**src/rtl/neureka_infeat_buffer_bist_ctrl.sv**
```systemverilog
`default_nettype none
// ============================================================================
// Module      : neureka_infeat_buffer_bist_ctrl
// Description : March C- BIST engine for the input-feature buffer SCM test
//               wrapper. It drives the wrapper BIST port (bist/csn/wen/addr/
//               data), compares the read data that returns on q_t_i one cycle
//               later, and reports done/pass/fail.
//
//               March C- sequence:
//                   E0 up w0 | E1 up r0,w1 | E2 up r1,w0 |
//                   E3 dn r0,w1 | E4 dn r1,w0 | E5 up r0
//
// Ports       : clk_i        clock
//               rst_ni       synchronous active-low reset
//               start_i      start pulse (accepted only in IDLE or DONE)
//               bist_o       BIST mode select to the wrapper
//               csn_t_o      chip select, active low
//               wen_t_o      0 = write, 1 = read
//               a_t_o        address
//               d_t_o        write data
//               q_t_i        read data (valid one cycle after a read)
//               busy_o       test in progress
//               done_o       test complete, held until next start
//               pass_o       done and no mismatch
//               fail_o       sticky mismatch flag
//               fail_addr_o  address of the first mismatch
//               fail_elem_o  March element of the first mismatch
//
// Options     : NEUREKA_BIST_FAIL_CAPTURE_EN - when defined, fail_addr_o and
//               fail_elem_o capture the first mismatch; otherwise both are
//               tied to zero and no capture registers exist.
//
// Revision    : 1.0 - initial release
// ============================================================================
module neureka_infeat_buffer_bist_ctrl #(
    parameter int ADDR_WIDTH = 6,
    parameter int DATA_WIDTH = 128,
    parameter int NUM_WORDS  = 64
) (
    input  logic                  clk_i,
    input  logic                  rst_ni,
    input  logic                  start_i,
    output logic                  bist_o,
    output logic                  csn_t_o,
    output logic                  wen_t_o,
    output logic [ADDR_WIDTH-1:0] a_t_o,
    output logic [DATA_WIDTH-1:0] d_t_o,
    input  logic [DATA_WIDTH-1:0] q_t_i,
    output logic                  busy_o,
    output logic                  done_o,
    output logic                  pass_o,
    output logic                  fail_o,
    output logic [ADDR_WIDTH-1:0] fail_addr_o,
    output logic [2:0]            fail_elem_o
);

    localparam logic [ADDR_WIDTH-1:0] c_last_addr = ADDR_WIDTH'(NUM_WORDS - 1);
    localparam logic [DATA_WIDTH-1:0] c_ones      = {DATA_WIDTH{1'b1}};

    typedef enum logic [1:0] {
        ST_IDLE  = 2'd0,
        ST_RUN   = 2'd1,
        ST_DRAIN = 2'd2,
        ST_DONE  = 2'd3
    } state_t;

    state_t                  r_state, w_state_nxt;
    logic [2:0]              r_elem, w_elem_nxt;
    logic                    r_op, w_op_nxt;
    logic [ADDR_WIDTH-1:0]   r_addr, w_addr_nxt;

    logic w_start;
    logic w_is_write;
    logic w_wr_ones;
    logic w_rd_ones;
    logic w_last_op;
    logic w_down;
    logic w_next_down;
    logic w_last_addr;

    // Compare pipeline: the expected pattern is always all-0 or all-1, so one
    // bit is enough to carry it alongside the valid flag.
    logic r_cmp_valid;
    logic r_cmp_ones;
    logic r_fail;
    logic w_mismatch;

    // Element decode. E0 and E5 have a single op; E1..E4 have a read (op 0)
    // followed by a write (op 1).
    always_comb begin
        w_start     = start_i && ((r_state == ST_IDLE) || (r_state == ST_DONE));
        w_is_write  = (r_elem == 3'd0) || r_op;
        w_wr_ones   = r_op && ((r_elem == 3'd1) || (r_elem == 3'd3));
        w_rd_ones   = (r_elem == 3'd2) || (r_elem == 3'd4);
        w_last_op   = ((r_elem == 3'd0) || (r_elem == 3'd5)) ? 1'b1 : r_op;
        w_down      = (r_elem == 3'd3) || (r_elem == 3'd4);
        w_next_down = (r_elem == 3'd2) || (r_elem == 3'd3);
        w_last_addr = w_down ? (r_addr == '0) : (r_addr == c_last_addr);
    end

    // Next-state and BIST port outputs.
    always_comb begin
        w_state_nxt = r_state;
        w_elem_nxt  = r_elem;
        w_op_nxt    = r_op;
        w_addr_nxt  = r_addr;
        bist_o      = 1'b0;
        busy_o      = 1'b0;
        csn_t_o     = 1'b1;
        wen_t_o     = 1'b1;
        a_t_o       = '0;
        d_t_o       = '0;

        case (r_state)
            ST_IDLE, ST_DONE: begin
                if (w_start) begin
                    w_state_nxt = ST_RUN;
                    w_elem_nxt  = 3'd0;
                    w_op_nxt    = 1'b0;
                    w_addr_nxt  = '0;
                end
            end

            ST_RUN: begin
                bist_o  = 1'b1;
                busy_o  = 1'b1;
                csn_t_o = 1'b0;
                wen_t_o = ~w_is_write;
                a_t_o   = r_addr;
                d_t_o   = w_wr_ones ? c_ones : '0;

                if (!w_last_op) begin
                    w_op_nxt = 1'b1;
                end else begin
                    w_op_nxt = 1'b0;
                    if (w_last_addr) begin
                        if (r_elem == 3'd5) begin
                            w_state_nxt = ST_DRAIN;
                        end else begin
                            // Reload instead of wrapping so no out-of-range
                            // address ever reaches the port.
                            w_elem_nxt = r_elem + 3'd1;
                            w_addr_nxt = w_next_down ? c_last_addr : '0;
                        end
                    end else begin
                        w_addr_nxt = w_down ? (r_addr - 1'b1) : (r_addr + 1'b1);
                    end
                end
            end

            ST_DRAIN: begin
                // Port idle for one cycle while the final read compares.
                bist_o      = 1'b1;
                busy_o      = 1'b1;
                w_state_nxt = ST_DONE;
            end

            default: begin
                w_state_nxt = ST_IDLE;
            end
        endcase
    end

    always_ff @(posedge clk_i) begin
        if (!rst_ni) begin
            r_state <= ST_IDLE;
            r_elem  <= 3'd0;
            r_op    <= 1'b0;
            r_addr  <= '0;
        end else begin
            r_state <= w_state_nxt;
            r_elem  <= w_elem_nxt;
            r_op    <= w_op_nxt;
            r_addr  <= w_addr_nxt;
        end
    end

    assign w_mismatch = r_cmp_valid && (q_t_i != (r_cmp_ones ? c_ones : '0));

    always_ff @(posedge clk_i) begin
        if (!rst_ni) begin
            r_cmp_valid <= 1'b0;
            r_cmp_ones  <= 1'b0;
            r_fail      <= 1'b0;
        end else begin
            r_cmp_valid <= (r_state == ST_RUN) && !w_is_write;
            r_cmp_ones  <= w_rd_ones;
            if (w_start) begin
                r_fail <= 1'b0;
            end else if (w_mismatch) begin
                r_fail <= 1'b1;
            end
        end
    end

`ifdef NEUREKA_BIST_FAIL_CAPTURE_EN
    logic [ADDR_WIDTH-1:0] r_cmp_addr;
    logic [2:0]            r_cmp_elem;
    logic [ADDR_WIDTH-1:0] r_fail_addr;
    logic [2:0]            r_fail_elem;

    always_ff @(posedge clk_i) begin
        if (!rst_ni) begin
            r_cmp_addr  <= '0;
            r_cmp_elem  <= 3'd0;
            r_fail_addr <= '0;
            r_fail_elem <= 3'd0;
        end else begin
            r_cmp_addr <= r_addr;
            r_cmp_elem <= r_elem;
            if (w_start) begin
                r_fail_addr <= '0;
                r_fail_elem <= 3'd0;
            end else if (w_mismatch && !r_fail) begin
                // Only the first mismatch of a run is recorded.
                r_fail_addr <= r_cmp_addr;
                r_fail_elem <= r_cmp_elem;
            end
        end
    end

    assign fail_addr_o = r_fail_addr;
    assign fail_elem_o = r_fail_elem;
`else
    assign fail_addr_o = '0;
    assign fail_elem_o = 3'd0;
`endif

    assign done_o = (r_state == ST_DONE);
    assign fail_o = r_fail;
    assign pass_o = done_o && !r_fail;

endmodule
`default_nettype wire

```
**config.mk**
```make
export PLATFORM = sky130hd
export DESIGN_NAME = neureka_infeat_buffer_bist_ctrl
export DESIGN_NICKNAME = d
export VERILOG_FILES = /design/src/rtl/neureka_infeat_buffer_bist_ctrl.sv
export SDC_FILE = /design/constraint.sdc
export NUM_CORES = 1
export LEC_CHECK = 0
export CELL_PAD_IN_SITES_DETAIL_PLACEMENT = 0
export CELL_PAD_IN_SITES_GLOBAL_PLACEMENT = 1
export CORE_MARGIN = 4
export CORE_UTILIZATION = 19
export DETAILED_ROUTE_END_ITERATION = 12
export PLACE_DENSITY = 0.85
export SLEW_MARGIN = 20
export SYNTH_ARGS = -nofsm -noshare
export SYNTH_HDL_FRONTEND = slang
export SYNTH_SLANG_ARGS = --single-unit
```
**constraint.sdc**
```tcl
create_clock -name clk_i -period 10.2 [get_ports clk_i]
set_input_delay 1.02 -clock clk_i [delete_from_list [all_inputs] [get_ports clk_i]]
set_output_delay 1.02 -clock clk_i [all_outputs]
set_load 0.01 [all_outputs]
```
==> Word level (Yosys, flattened, before mapping) <==
Index checks and enable logic that the tools add are counted.
{ "word_totals": {"ff_bits": 15, "in_bits": 131, "output_inout_bits": 150, "elab_cells": 82} }
{ "classes": {"add_sub_neg": 3, "eq_ne": 16, "n_mux": 29, "bitwise": 2, "reduce_logical": 25} }
{ "op_table": {"columns": ["operator", "count"], "rows": [
  ["128-bit 2-to-1 mux", 3],
  ["128-bit inequality test", 1],
  ["6-bit 2-to-1 mux", 7],
  ["3-bit 2-to-1 mux", 4],
  ["6-bit case mux with 2 select lines", 1],
  ["2-bit inequality test (second input constant)", 5],
  ["2-bit 2-to-1 mux", 4],
  ["4-bit AND reduction", 2],
  ["1-bit logical OR", 7],
  ["1-bit 2-to-1 mux", 7],
  ["6-bit by 1-bit adder with 6-bit output (second input constant)", 1],
  ["3-bit by 2-bit == test with 1-bit output (second input constant)", 2],
  ["3-bit == test (second input constant)", 2],
  ["6-bit == test (second input constant)", 1],
  ["6-bit zero test", 1],
  ["2-bit case mux with 3 select lines", 1],
  ["3-bit case mux with 2 select lines", 1],
  ["2-bit OR reduction", 3],
  ["6-bit by 1-bit subtractor with 6-bit output (second input constant)", 1],
  ["1-bit logical AND", 5],
  ["5-bit AND reduction", 1],
  ["2-bit == test (second input constant)", 2],
  ["3-bit by 1-bit adder with 3-bit output (second input constant)", 1],
  ["3-bit by 1-bit == test with 1-bit output (second input constant)", 1],
  ["9 further kinds", 11]
]} }

==> Depth between registers and ports, before layout <==
{ "logic_depth": {"ltp_word": 7, "ltp_mapped": 11, "depth_no_buf": 11} }

==> Worst setup path before layout <==
OpenSTA, ideal clock, no wires.
{ "synth_path": {"path_type": "register to output", "from": "reg r_state[0]", "to": "out d_t_o[100]", "t_arrival_ps": 8237, "t_required_ps": 9180, "path_slack_ps": 943, "stages_incl_launch_ff": 6, "path_buffers": 2, "path_cell_list": "dfxtp_1 ha_1 buf_4 inv_1 nor3_1 buf_4"} }
{ "synth_via": {"elab_chain_cells": 2} }
{ "synth_rtl": {"columns": ["element", "line", "rtl"], "rows": [
  ["start: declaration", "67", "state_t r_state, w_state_nxt;"],
  ["start signal: assignment", "171", "r_state <= w_state_nxt;"],
  ["2-bit by 1-bit == test with 1-bit output", "114", "case (r_state)"],
  ["128-bit 2-to-1 mux", "114", null],
  ["end: declaration", "47", "output logic [DATA_WIDTH-1:0] d_t_o,"]
]} }
No other way between the ends.

==> Worst setup path after layout <==
{ "layout_path": {"from": "reg r_state[0]", "to": "out d_t_o[4]"} }
Same word-level chain as after synthesis.

==> run_results.csv <==
group,metric,value,unit
power,power_per_cell_area,66.0,nW/um^2
grt,grt-ovfl-total,0,
setup_path,cp-start-kind,"flip-flop",
grt,first_global_vias,2866,
cells_and_area,most-common-layout-cells,"271 x clkdlybuf4s50_1, 33 x nor3_1, 27 x nand2_1",
power,power_leakage,0.00165,uW
clocking,clock_tree.buffer_depth,2,
setup_path,critPathArrivalTime,3050,ps
clocking,worst_skew_pair_latency,250,ps
timing,final.min_clock_period,4070,ps
power,vdd_drop_max,0.0907,mV
clocking,ctsHoldBuffers,0,
yosys,netlist_instances,404,
clocking,tritoncts,"done",
outcome,outcome,"completed",
yosys,dominantRegCellSynth,"dfxtp_1",
clocking,cts_resized,0,
clocking,tritoncts_num_sinks,15,
clocking,numCtsBuffers,3,
die,io_pins,281,
die,die_area,16800,sq um
cells_and_area,fill_cells,1503,
die,placeable_area,14500,sq um
clocking,ctsHtreeMaxLevel,1,
grt,number_of_antenna_violations_at_the_first_check_in_global_routing,0,
timing,setup-tns-final,0,ps
drt,detailroute.wirelength.met2,5.79,mm
die,placement_rows,44,
cells_and_area,area_growth_syn_to_layout,71.8,%
yosys,synth-warning-count,0,
setup_path,crit_path_max_fanout,128,
timing,report.final.hold_viol_count,0,
die,die_h,130,microns
cells_and_area,post-route-util,33.3,%
yosys,synth-seq-cells,15,
cells_and_area,ff_latch_area,302,sq um
timing,maxSlewHeadroom,32.9,%
drt,detailed_route_wire_length_on_metal_1,3.93,mm
yosys,ys_seq_area_share,10.7,%
timing,worst_margin_pin_slew,1010,ps
yosys,async_reset_ff_share,0,%
setup_path,crit_path_top_delay_cell,"buf_4",
drt,drt-vias-per-instance,4.17,
grt,track_usage,10.6,%
yosys,post_synth_num_cell_types,42,
drt,top_layer,"met4",
drt,drc_errors,0,
cells_and_area,multi_input_area,1440,sq um
cells_and_area,post_route_cells_drive_above_1_share,3.11,%
worst_hold_path,hp-class,"flip-flop to flip-flop",
timing,finalMaxSlewViolations,0,
placed_design,detailedPlacementHpwl,8.95,mm
die,starting_density_of_the_core,19.4,%
drt,drt_first_iter_violations,76,
cells_and_area,num_antenna_cells,0,
clocking,cts_post_setup_buffers_inserted,0,
cells_and_area,num-nets-final,691,
yosys,post_synth_instance_area,2810,sq um
timing,setup_repair_after_global_routing_missed_its_margin,"false",
setup_path,timing.critical_path.required,9180,ps
timing,timing.final.setup_violations,0,
grt,grt_max_degree,129,
clocking,clock-root-buffer,"clkbuf_16",
die,die_width,130,microns
drt,antenna_violating_nets_post_route,0,
drt,post_detailed_route_wirelength_per_cell,14.6,microns
flow_run,cap_viol_max_count,0,
yosys,avgSynthCellArea,6.94,sq um
setup_path,class_of_the_most_critical_setup_path,"flip-flop to output pin",
drt,vias,3042,
timing,fin_skew,2.49,ps
drt,drt_first_pass_iters,4,
timing,peak_freq,0.246,GHz
placed_design,gp_congestion,0.822,
yosys,synth_enable_flop_cells,0,
setup_path,crit_path_end_kind,"output pin",
setup_path,cp_max_stage_delay,780,ps
drt,routed_wl,10.7,mm
drt,met3_wl,850,microns
cells_and_area,layout.cells.most_common,"clkdlybuf4s50_1",
grt,grt_first_pass_wirelength,14.5,mm
setup_path,cp_cell_sequence,"ha_1, inv_1, nor3_2, buf_4, clkdlybuf4s50_1",
clocking,cts.clk_slew.worst_paths,50,ps
placed_design,io_buffer_count,271,
timing,fin_crit_sh,39.9,%
==> synth_stat cells, drive strengths merged, types with 2 or more instances <==
library cell / instances / area share [%]
buf: 138 / 37
a211oi: 3 / 0.80
a22oi: 2 / 0.54
inv: 13 / 1.7
o21a: 2 / 0.54
a41oi: 2 / 0.62
a21oi: 16 / 3.0
o21ai: 7 / 1.2
nand2b: 2 / 0.45
nand3: 17 / 3.0
nand4: 17 / 3.8
nor2: 26 / 3.6
ha: 12 / 5.4
nand2: 27 / 3.6
dfxtp: 15 / 11
and2: 5 / 1.2
clkbuf: 4 / 0.54
nor4: 21 / 4.7
and3: 2 / 0.45
xnor2: 4 / 1.2
a21o: 3 / 0.89
mux2i: 2 / 0.71
a31oi: 16 / 3.6
nor3: 34 / 6.1
or4: 2 / 0.67
==> area by class of cell <==
type                            instances  area share, %
Multi-Input combinational cell        242           29.9
Timing Repair Buffer                  272           56.4
Clock buffer                            4           1.64
Sequential cell                        15           6.26
Inverter                               13           1.01
Tap cell                              184           4.78
==> path summary, 6_finish.rpt <==
check | from | end | slack, ps | cells after the start
worst max-delay path | r_state[0] | d_t_o[4] | 6130 | 5
worst min-delay path | r_addr[2] | r_addr[2] | 500 | 2
worst max register to register | r_elem[0] | r_addr[5] | 7210 | 11
worst min register to register | r_addr[2] | r_addr[2] | 500 | 2
==> metal layers <==
layer	vias up	global-route usage [%]
met1	1341	11.4
met3	7	1.69
met4	0	2.20
li1	1576	-
met2	118	21.4
met5	-	0
==> cell families after synthesis <==
group                    count (synthesis)  synth area share, %
AO/OA/AOI/OAI                           57                 13.1
XOR/XNOR                                 4                 1.25
adder cells (fa/ha/maj)                 13                 6.07
buffers and inverters                  155                 39.2
flip-flops                              15                 10.7
multiplexers                             2                0.714
other                                    1                0.134
AND/OR/NAND/NOR                        157                 28.8
==> registers in the layout, summed over array words and instances, names as in the netlist <==
| name | flops |
|---|---|
| r_elem | 3 |
| r_state | 2 |
| fail_o | 1 |
| r_op | 1 |
| r_cmp_ones | 1 |
| r_cmp_valid | 1 |
| r_addr | 6 |
==> through the flow <==
step	area [sq um]	hold WS [ps]	cells	setup slack (ps)	total power (uW)
after global placement	4740	485	726	6570	235
after floorplan	2840	461	412	943	147
after CTS	4820	496	730	6130	319
after global routing	4820	553	730	5860	339
after detailed placement	4740	489	726	6420	238
final	4820	497	730	6130	318
==> critical path: cells and delay by family, from the launching register on <==
kind	cells	cell delay, ps
flip-flops	1	390
adder cells (fa/ha/maj)	1	430
AND/OR/NAND/NOR	1	200
buffers and inverters	3	1720
==> power breakdown <==
part	internal (uW)	switching (uW)	leakage, uW
registers	63.4	5.52	0.000122
logic	91.5	78.2	0.00149
clock network	53.1	26.1	0.0000382
Note: power is estimated with default switching activity, not from simulation.
